`src/rtl/spi_target_pkg.sv`:
```
// spi_target_pkg: shared state encodings and command-byte defaults
// for the SPI mode-0 target port.
package spi_target_pkg;

    typedef enum logic [2:0] {
        ST_IDLE,
        ST_CMD,
        ST_ADDR,
        ST_WDATA,
        ST_RDATA,
        ST_IGNORE
    } state_e;

    localparam logic [7:0] CMD_READ_DEF  = 8'h03;
    localparam logic [7:0] CMD_WRITE_DEF = 8'h02;

endpackage

```
`src/rtl/spi_sync_edge.sv`:
```
// spi_sync_edge: N-stage synchronizer for an asynchronous pin,
// plus single-cycle rise/fall pulses in the clk domain.
module spi_sync_edge #(
    parameter int STAGES = 2
) (
    input  logic clk,
    input  logic reset,
    input  logic i_async,
    output logic o_rise,
    output logic o_fall
);

    logic [STAGES-1:0] r_sync;
    logic              r_prev;

    always_ff @(posedge clk) begin
        if (reset) begin
            r_sync <= '0;
            r_prev <= 1'b0;
        end else begin
            r_sync <= {r_sync[STAGES-2:0], i_async};
            r_prev <= r_sync[STAGES-1];
        end
    end

    assign o_rise = r_sync[STAGES-1] & ~r_prev;
    assign o_fall = ~r_sync[STAGES-1] & r_prev;

endmodule

```
`src/rtl/spi_target_port.sv`:
```
// spi_target_port: oversampled SPI mode-0 target giving an external
// master read/write access to a byte-wide memory via command/address frames.
module spi_target_port
    import spi_target_pkg::*;
#(
    parameter int         ADDR_W      = 8,
    parameter int         SYNC_STAGES = 2,
    parameter logic [7:0] CMD_READ    = CMD_READ_DEF,
    parameter logic [7:0] CMD_WRITE   = CMD_WRITE_DEF
) (
    input  logic              clk,
    input  logic              reset,
    input  logic              spi_clk,
    input  logic              spi_ss,
    input  logic              mosi,
    output logic              miso,
    output logic              miso_oe,
    output logic [ADDR_W-1:0] mem_addr,
    output logic [7:0]        mem_wdata,
    output logic              mem_we,
    output logic              mem_re,
    input  logic [7:0]        mem_rdata,
    output logic              busy,
    output logic              frame_err
);

    state_e r_state;
    state_e w_next;

    logic w_sck_rise;
    logic w_sck_fall;
    logic w_ss_rise;
    logic w_ss_fall;
    logic w_mosi;

    logic [SYNC_STAGES-1:0] r_mosi_sync;
    logic [2:0]             r_bit_cnt;
    logic [7:0]             r_rx;
    logic [7:0]             r_tx;
    logic [7:0]             r_wdata;
    logic [ADDR_W-1:0]      r_addr;

    logic r_byte_done;
    logic r_end_pend;
    logic r_is_read;
    logic r_we;
    logic r_re;
    logic r_load;
    logic r_miso;
    logic r_ferr;

    logic w_active;
    logic w_last_rise;
    logic w_end;
    logic w_abort;
    logic w_we_set;
    logic w_re_set;
    logic w_addr_ld;
    logic w_addr_inc;
    logic w_cmd_ld;

    spi_sync_edge #(.STAGES(SYNC_STAGES)) u_sck (
        .clk     (clk),
        .reset   (reset),
        .i_async (spi_clk),
        .o_rise  (w_sck_rise),
        .o_fall  (w_sck_fall)
    );

    spi_sync_edge #(.STAGES(SYNC_STAGES)) u_ss (
        .clk     (clk),
        .reset   (reset),
        .i_async (spi_ss),
        .o_rise  (w_ss_rise),
        .o_fall  (w_ss_fall)
    );

    // Same depth as the edge detectors' level stage keeps mosi aligned to the rise pulse
    assign w_mosi = r_mosi_sync[SYNC_STAGES-1];

    assign w_active    = (r_state != ST_IDLE);
    assign w_last_rise = w_active && w_sck_rise && (r_bit_cnt == 3'd7);
    assign w_end       = w_active && w_ss_rise && !r_end_pend;
    assign w_abort     = (w_end && !w_last_rise) || r_end_pend;

    always_ff @(posedge clk) begin
        if (reset) begin
            r_state <= ST_IDLE;
        end else begin
            r_state <= w_next;
        end
    end

    always_comb begin
        w_next     = r_state;
        w_we_set   = 1'b0;
        w_re_set   = 1'b0;
        w_addr_ld  = 1'b0;
        w_addr_inc = 1'b0;
        w_cmd_ld   = 1'b0;
        unique case (r_state)
            ST_IDLE: begin
                if (w_ss_fall) begin
                    w_next = ST_CMD;
                end
            end
            ST_CMD: begin
                if (r_byte_done) begin
                    w_cmd_ld = 1'b1;
                    if (r_rx == CMD_READ || r_rx == CMD_WRITE) begin
                        w_next = ST_ADDR;
                    end else begin
                        w_next = ST_IGNORE;
                    end
                end
            end
            ST_ADDR: begin
                if (r_byte_done) begin
                    w_addr_ld = 1'b1;
                    w_re_set  = r_is_read && !r_end_pend;
                    w_next    = r_is_read ? ST_RDATA : ST_WDATA;
                end
            end
            ST_WDATA: begin
                w_we_set = r_byte_done;
            end
            ST_RDATA: begin
                if (w_last_rise) begin
                    w_addr_inc = 1'b1;
                    w_re_set   = !w_end;
                end
            end
            ST_IGNORE: begin
                w_next = ST_IGNORE;
            end
            default: begin
                w_next = ST_IDLE;
            end
        endcase
        // ss rise wins over a byte that completed earlier, but a byte
        // finishing on the same clk as ss rise is honoured first
        if (w_end && !w_last_rise) begin
            w_next     = ST_IDLE;
            w_we_set   = 1'b0;
            w_re_set   = 1'b0;
            w_addr_ld  = 1'b0;
            w_addr_inc = 1'b0;
            w_cmd_ld   = 1'b0;
        end else if (r_end_pend) begin
            w_next = ST_IDLE;
        end
    end

    always_ff @(posedge clk) begin
        if (reset) begin
            r_mosi_sync <= '0;
            r_bit_cnt   <= 3'd0;
            r_rx        <= 8'd0;
            r_tx        <= 8'd0;
            r_wdata     <= 8'd0;
            r_addr      <= '0;
            r_byte_done <= 1'b0;
            r_end_pend  <= 1'b0;
            r_is_read   <= 1'b0;
            r_we        <= 1'b0;
            r_re        <= 1'b0;
            r_load      <= 1'b0;
            r_miso      <= 1'b0;
            r_ferr      <= 1'b0;
        end else begin
            r_mosi_sync <= {r_mosi_sync[SYNC_STAGES-2:0], mosi};
            r_byte_done <= w_last_rise;
            r_end_pend  <= w_end && w_last_rise;
            r_ferr      <= w_end && !w_last_rise && (r_bit_cnt != 3'd0);

            if (w_abort || !w_active) begin
                r_bit_cnt <= 3'd0;
            end else if (w_sck_rise) begin
                r_bit_cnt <= r_bit_cnt + 3'd1;
            end

            if (w_active && w_sck_rise) begin
                r_rx <= {r_rx[6:0], w_mosi};
            end

            if (w_cmd_ld) begin
                r_is_read <= (r_rx == CMD_READ);
            end

            if (w_addr_ld) begin
                r_addr <= ADDR_W'(r_rx);
            end else if (w_addr_inc || r_we) begin
                r_addr <= r_addr + ADDR_W'(1);
            end

            r_we <= w_we_set;
            if (w_we_set) begin
                r_wdata <= r_rx;
            end

            r_re   <= w_re_set;
            r_load <= r_re;
            if (r_load) begin
                r_tx <= mem_rdata;
            end else if (r_state == ST_RDATA && w_sck_fall) begin
                r_tx <= {r_tx[6:0], 1'b0};
            end

            if (r_state != ST_RDATA) begin
                r_miso <= 1'b0;
            end else if (w_sck_fall) begin
                r_miso <= r_tx[7];
            end
        end
    end

    assign miso      = r_miso && (r_state == ST_RDATA);
    assign miso_oe   = w_active;
    assign busy      = w_active;
    assign mem_addr  = r_addr;
    assign mem_wdata = r_wdata;
    assign mem_we    = r_we;
    assign mem_re    = r_re;
    assign frame_err = r_ferr;

endmodule
```
`config.mk`:
```
export PLATFORM = sky130hd
export DESIGN_NAME = spi_target_port
export DESIGN_NICKNAME = d
export VERILOG_FILES = /design/src/rtl/spi_target_pkg.sv /design/src/rtl/spi_sync_edge.sv /design/src/rtl/spi_target_port.sv
export SDC_FILE = /design/constraint.sdc
export NUM_CORES = 1
export LEC_CHECK = 0
export CAP_MARGIN = 20
export CORE_MARGIN = 2
export CORE_UTILIZATION = 45
export DETAILED_ROUTE_END_ITERATION = 12
export PLACE_DENSITY = 0.68
export SYNTH_ARGS = -nofsm -noshare
export SYNTH_HDL_FRONTEND = slang
export SYNTH_SLANG_ARGS = --single-unit
```
`constraint.sdc`:
```
create_clock -name clk -period 5 [get_ports clk]
set_clock_uncertainty 0.1 [all_clocks]
set_input_delay 1 -clock clk [delete_from_list [all_inputs] [get_ports clk]]
set_output_delay 1 -clock clk [all_outputs]
set_load 0.01 [all_outputs]
```
==> results of run 1 <==
-- state kept, by name (all words and copies together) (netlist names), 2 cells and up --
signal	flops
r_bit_cnt	3
u_ss.r_sync	2
u_sck.r_sync	2
mem_addr	8
mem_wdata	8
r_state	3
r_mosi_sync	2
r_tx	8
r_rx	8
-- cells in the mapped netlist (2+ instances only) --
| cell | n | area (um2) |
|---|---|---|
| dfxtp_1 | 54 | 1081 |
| nor2_1 | 37 | 138.9 |
| mux2i_1 | 26 | 260.3 |
| a21oi_1 | 14 | 70.07 |
| nand2_1 | 13 | 48.80 |
| nor2b_1 | 12 | 75.07 |
| clkbuf_1 | 7 | 26.28 |
| mux2_4 | 7 | 105.1 |
| nor3_1 | 7 | 35.03 |
| nand2b_1 | 6 | 37.54 |
| a211oi_1 | 5 | 37.54 |
| ha_1 | 4 | 50.05 |
| inv_1 | 4 | 15.01 |
| nand3_1 | 4 | 20.02 |
| nand3b_1 | 4 | 30.03 |
| o21ai_0 | 4 | 20.02 |
| buf_2 | 3 | 15.01 |
| nand4_1 | 3 | 18.77 |
| o32ai_1 | 3 | 26.28 |
| xor2_1 | 3 | 26.28 |
| a21o_1 | 2 | 15.01 |
| a311oi_1 | 2 | 17.52 |
| and3_1 | 2 | 12.51 |
| buf_4 | 2 | 15.01 |
| nor3b_1 | 2 | 15.01 |
| nor4_1 | 2 | 12.51 |
| nor4b_1 | 2 | 17.52 |
| or3_1 | 2 | 12.51 |
| xnor2_1 | 2 | 17.52 |
-- worst paths after layout --
| check | slack, ns | endpoint | from | cells past startpoint |
|---|---|---|---|---|
| hold reg to reg | 0.35 | u_ss.r_sync[1] | u_ss.r_sync[0] | 1 |
| setup / recovery | 1.99 | busy | r_state[2] | 3 |
| setup reg to reg | 2.77 | mem_wdata[3] | r_bit_cnt[1] | 7 |
| hold / removal | 0.35 | u_ss.r_sync[1] | u_ss.r_sync[0] | 1 |
-- layout make-up --
class                      count  area, um2
clock inverter                 2      37.54
inverter                       4      15.01
timing repair buffer          35      347.8
tap                           70      87.58
clock buffer                   6      72.57
sequential                    54       1081
fill                         502       2256
multi-input combinational    179       1210
-- kinds of logic (layout without fill, tap and decap cells) --
logic type	Yosys count	in the layout	share of synthesized area [%]
compound gates	33	33	8.632
xor+xnor	5	5	1.842
fa+ha+maj	4	4	2.105
buf+inv	18	47	3.631
flops	54	54	45.47
mux	33	33	15.37
simple gates	104	104	22.95
-- metal layers --
layer | share of wire, % | track usage, % | vias to the layer above
li1 | - | - | 929
met1 | 48 | 22.59 | 856
met2 | 45 | 25.70 | 45
met3 | 6.1 | 5.059 | 5
met4 | 1.0 | 4.364 | 0
met5 | 0 | 0 | -
-- report_power, final --
group	leakage, nW	switching, W	internal (W)
combinational	0.533	0.0000123	0.0000140
clock	0.0514	0.000139	0.000149
sequential	0.436	0.00000209	0.000433
-- critical path, cell delays in order, from the launching register on --
cell             delay (ns)
dfxtp_1                0.41
nor3_1                 0.46
inv_1                  0.21
clkdlybuf4s50_1        0.52
-- stage by stage --
| stage | cells | hold slack [ns] | setup WS (ns) |
|---|---|---|---|
| after floorplan | 251 | 0.3138 | 2.723 |
| after global placement | 342 | 0.3183 | 2.401 |
| after detailed placement | 342 | 0.3251 | 2.357 |
| after CTS | 350 | 0.3469 | 2.008 |
| after global routing | 350 | 0.3564 | 1.866 |
| final | 350 | 0.3452 | 1.995 |
==> results summary, run 1 <==
The post-route total power came out at 0.0007500 W. The upper clock frequency limit came out at 0.3328 GHz. The worst pin sits at a relative slew slack of 60.31%. The most used flip-flop cell after synthesis is dfxtp_1. The post-route cell area is 0.002851 mm2.

Cells fill 55.83% of the core in the end. The global-route wire length before repair is 7.976 mm. The number of instances in the synthesized netlist is 251. The number of hold buffers added after CTS was 0. The max-cap check violation count is 0.

STA classifies the critical path startpoint as a flip-flop. The synthesized netlist occupies a cell area of 0.002377 mm2. The number of buffers inserted by port buffering came out at 34. The ratio of routed vias to standard cells is 5.243. Dividing total power by cell area gives a power density of 263.0 mW/mm2. The clock latency of the later-clocked register in the worst-skew pair came out at 0.31 ns.

The floorplan row count is 26. Compared with the post-synthesis result, the final layout area differs by 19.95%. The total via count in the routed design came out at 1835. The number of enable flip-flop cells after synthesis came out at 0. The overall track demand over capacity in global routing is 16.63%. Subtracting the final worst setup slack from the clock period gives 3.005 ns. The mean area per synthesized cell came out at 9.471 um2. The CTS clock-pin slew for the worst setup and hold paths came out at 0.09 ns. During synthesis, Yosys emitted a total of 0 warnings. Sequential elements use 45.47% of the synthesized area. The die span in y came out at 76.69 um. The library cells used most frequently in the layout, excluding fill and tap cells, are dfxtp_1 (54), nor2_1 (37), clkdlybuf4s50_1 (34), mux2i_1 (26), a21oi_1 (14).

The die area came out at 0.005881 mm2. The number of failing hold endpoints at the final stage is 0. The width of the die is 76.69 um. The number of instances resized during post-cts repair is 0. Cells with a size suffix above 1 make up 6.429% of the layout. The repair_antennas step left the layout with diodes totalling 0. The placeable core region came out at 0.005107 mm2. Setup violations remaining at the end of the flow were counted as 0. The category of the critical setup timing path is reg2out. The max-slew violation count came to 0.

The global placement routability congestion is 0.8383. The worst endpoint data arrival time came out at 1.91 ns. The clock tree from TritonCTS is yes. For this run, asynchronously set or reset flops after synthesis account for 0%. Data on the critical path is required at its endpoint by 3.90 ns.

The detailed-routing iteration count for the pre-antenna-repair pass is 4. The CTS sink count came out at 54. The setup TNS came out at 0 ns. The initial utilization of the core area, before any placement, comes to 46.55%. The count of state elements after synthesis came out at 54. The analysis attributes to cell leakage a power of 1.021 nW. The overflow left after global routing came out at 0. The initial antenna violation count came out at 0.

The DRC violations left came out at 0. In this run the clock root is driven by a clkbuf_8. The maximum net fanout on the critical path is 12. Entering global routing, the biggest net connects 51 pins. The aggregate routed wire length is 4.699 mm. Detailed placement ended at an HPWL of 3.320 mm. The post-route antenna net violation count is 0. In the final routed layout, each cell accounts on average for 13.43 um. The worst setup path is captured at an output pin. The library cell used most frequently in the layout, excluding fill and tap cells, is dfxtp_1. The worst ir drop on vdd is 0.0002043 V. The post-route fraction of the period consumed by the critical path came out at 60.10%. The worst-case clock buffer depth is 2.

The number of primary I/O pins came out at 35. The DRC violation total after the first TritonRoute iteration came out at 127. TritonCTS created 5 clock buffers. The flow ran to the end, and the final reports show no timing, DRC or antenna violations.

The number of global-route vias before repair was 1672. The net count after synthesis is 268. CTS built an H-tree with a depth of 2. Once the clock tree was built, the setup fixing pass inserted 0 buffers. Setup repair after global routing left no endpoint under its margin. The net total in the final layout is 296. The number of distinct library cell variants in the gate-level netlist after synthesis came out at 42. The actual slew at the worst max-slew pin came out at 0.5941 ns. In this run the cell area measured after placement is 0.002741 mm2. The path category of the worst min-delay check is reg2reg.
(Power assumes the default switching activity.)
==> run 2: changes to the inputs <==
==> constraint.sdc (replaced) <==
create_clock -name clk -period 3.02 [get_ports clk]
set_clock_uncertainty 0.1 [all_clocks]
set_input_delay 0.604 -clock clk [delete_from_list [all_inputs] [get_ports clk]]
set_output_delay 0.604 -clock clk [all_outputs]
set_load 0.01 [all_outputs]
==> run 2 against run 1 <==
  * Largest power group unchanged
  * Wire length up 4.7%
  * Final cell count increased by 0.29%
  * Clock power is 69% higher
  * Highest routed layer unchanged
  * Flip-flop and latch count did not move
  * Core utilization up 0.34 points
  * Global-route usage increased by 0.74 points
  * Critical path depth did not move
==> results summary, run 2 (synthesis gave the netlist of run 1 again) <==
The run finished with clean final reports. The count of buffers added by post-CTS timing repair for setup came out at 0 (unchanged). The internal cell power is 0.001006 W (+69%). The number of antenna cells inserted came out at 0 (unchanged).

The worst setup path is captured at an output pin. The clock share of power came out at 38.9% (+0.4 points). The upper clock frequency limit came out at 0.3839 GHz. The share of post-route cells with drive strength above 1 was 7.117% (+0.69 points).

The post-route antenna net violation count is 0 (unchanged). The combinational group share of total power came out at 3.7% (+0.2 points). The worst setup path is of the reg2out kind. The width of the die came out at 76.69 um (unchanged). In this run the critical register-to-register path is captured at mem_wdata[5]. The placeable core region is 0.005107 mm2 (unchanged). The floorplan row count came out at 26 (unchanged). The area of placed instances is 0.002756 mm2 (+0.55%). The starting utilization of the core area came out at 46.55% (unchanged). The aggregate routed wire length was 4.918 mm (+4.7%). The synthesis-to-finish area growth is 20.68%. The overall track demand over capacity in global routing came out at 17.37% (+0.74 points).

Setup repair after global routing left no endpoint under its margin. The clock latency of the later-clocked register in the worst-skew pair came out at 0.30 ns (about the same). The CTS clock-pin slew for the worst setup and hold paths came out at 0.09 ns (about the same). The global-route wire length before repair is 8.349 mm (+4.7%). The HPWL after detailed placement came out at 3.434 mm (+3.4%). The ratio of routed vias to standard cells is 5.197 (-0.88%). The worst hold path terminates at u_ss.r_sync[1]. The post-route total power came to 0.001254 W (+67%).

The max-cap check violation count came out at 0 (unchanged). The maximum number of pins on one net before global-route repair came out at 25 (-51%). The total CTS buffers is 5 (unchanged).

The number of primary I/O pins is 35 (unchanged). The net switching power came to 0.0002475 W (+61%). TritonCTS built the clock tree. The worst slew margin relative to its limit came to 62.46% (+2.1 points). The die span in y came to 76.69 um (unchanged). The number of buffers added to fix hold violations after cts is 0 (unchanged). The worst ir drop on vdd came out at 0.0002637 V (+29%). The post-route cell area came to 0.002869 mm2 (+0.61%). The DRC violation total after the first TritonRoute iteration came out at 83 (-35%). The CTS sink count came out at 54 (unchanged). The share of power burned in registers is 57.4% (-0.6 points). The H-tree depth reported by CTS is 2 (unchanged).

The number of instances resized during post-cts repair was 0 (unchanged). The share of total power consumed by net switching is 19.74% (-0.77 points). The actual slew at the worst max-slew pin is 0.5625 ns (-0.03157 ns).

The maximum net fanout on the critical path came out at 12 (unchanged). The reg-to-reg setup timing slack is 0.83 ns (-1.94 ns). The die area came to 0.005881 mm2 (unchanged). The overflow left after global routing came out at 0 (unchanged). The global placement routability congestion was 0.8287 (-1.1%). The required time at the worst-slack endpoint was 2.32 ns (-1.58 ns). The shortest clock period the worst path allows after layout is 2.605 ns. The depth of the worst hold-timing path is 1 (unchanged). The count of cells along the worst register-to-register path came to 7 (unchanged). The number of global-route vias before repair is 1743 (+4.2%). The sort of element at the start of the critical path is a flip-flop.

The least setup slack across all paths after layout came out at 0.4149 ns (-1.580 ns). The max-slew violation count came to 0 (unchanged). The number of fillers in the final layout is 505 (+0.60%). The net total in the final layout came out at 298 (+0.68%). The final hold slack is 0.3459 ns (+0.0007170 ns).

The worst register-to-register path begins at r_bit_cnt[1]. Leaving out fill and tap cells, the most frequent cell in the layout is dfxtp_1. The tightest min-delay check is of the reg2reg type. In the layout the commonest cells are dfxtp_1 (54), nor2_1 (37), clkdlybuf4s50_1 (34), mux2i_1 (26), a21oi_1 (14).

The areal power density over the cells is 437.0 mW/mm2 (+66%). The detailed-routing iteration count for the pre-antenna-repair pass came out at 4 (unchanged). The cell at the root of the clock tree is clkbuf_8.

The DRC violations left is 0 (unchanged). The setup TNS is 0 ns (unchanged). The startpoint identified for the worst hold timing path is u_ss.r_sync[0]. The final setup violation count came to 0 (unchanged). The initial antenna violation count was 0 (unchanged). The total via count in the routed design was 1824 (-0.60%). The worst endpoint data arrival time was 1.90 ns (about the same).

The number of failing hold endpoints at the final stage is 0 (unchanged). The number of buffers inserted by port buffering came out at 34 (unchanged). The average wire per cell in the routed design came to 14.01 um (+4.4%).

The post-route fraction of the period consumed by the critical path is 86.26%. The worst-case clock buffer depth is 2 (unchanged). The standby leakage power came to 1.037 nW (+1.6%). The post-place setup slack came out at 0.7642 ns (-1.593 ns).
[run 2: cell count changes in the layout (fill, tap and decap cells not counted)]
cell        previous run  this run
clkbuf_8               5         6
clkinvlp_4             1         0
clkbuf_1               1         0
buf_4                  1         3
[run 2: cell type report]
cell class                      instances  area (um2)  share of cell area (%)
Sequential cell                        54        1081                   37.68
Clock buffer                            6       82.58                   2.878
Tap cell                               70       87.58                   3.053
Clock inverter                          1       30.03                   1.047
Inverter                                4       15.01                  0.5233
Multi-Input combinational cell        179        1210                   42.17
Timing Repair Buffer                   37       362.8                   12.65
[run 2: power groups by stage]
stage          combinational (W)  sequential, W  clock [W]
6_report               0.0000459       0.000720   0.000488
5_1_grt                0.0000501       0.000721   0.000532
4_1_cts                0.0000464       0.000720   0.000506
3_5_place_dp           0.0000462       0.000736          0
3_3_place_gp           0.0000460       0.000736          0
2_1_floorplan          0.0000240       0.000734          0
[run 2: worst max-delay path by stage]
stage / from / slack [ns] / depth (start not counted) / endpoint
after floorplan: r_state[0] / 1.14 / 4 / miso_oe
after global placement: r_state[2] / 0.81 / 3 / busy
after detailed placement: r_state[2] / 0.76 / 3 / busy
after CTS: r_state[2] / 0.42 / 3 / busy
after global routing: r_state[2] / 0.30 / 3 / miso_oe
final: r_state[2] / 0.41 / 3 / busy
[run 2: per-stage QoR]
step	utilization (%)	cells
after floorplan	-	251
after global placement	53.97	344
after detailed placement	53.97	344
after CTS	56.17	351
after global routing	56.17	351
final	56.17	351
[run 2: routing by layer]
layer	up-vias	global-route usage [%]	part of all wire [%]
met1	850	23.18	49
met4	0	6.545	1.3
met5	-	0	0
met2	41	28.07	45
li1	928	-	-
met3	5	3.059	4.4
[run 2: critical path: stages, from the launching register on]
cell and delay (ns):
dfxtp_1 0.42, nor3_1 0.45, inv_1 0.21, clkdlybuf4s50_1 0.52
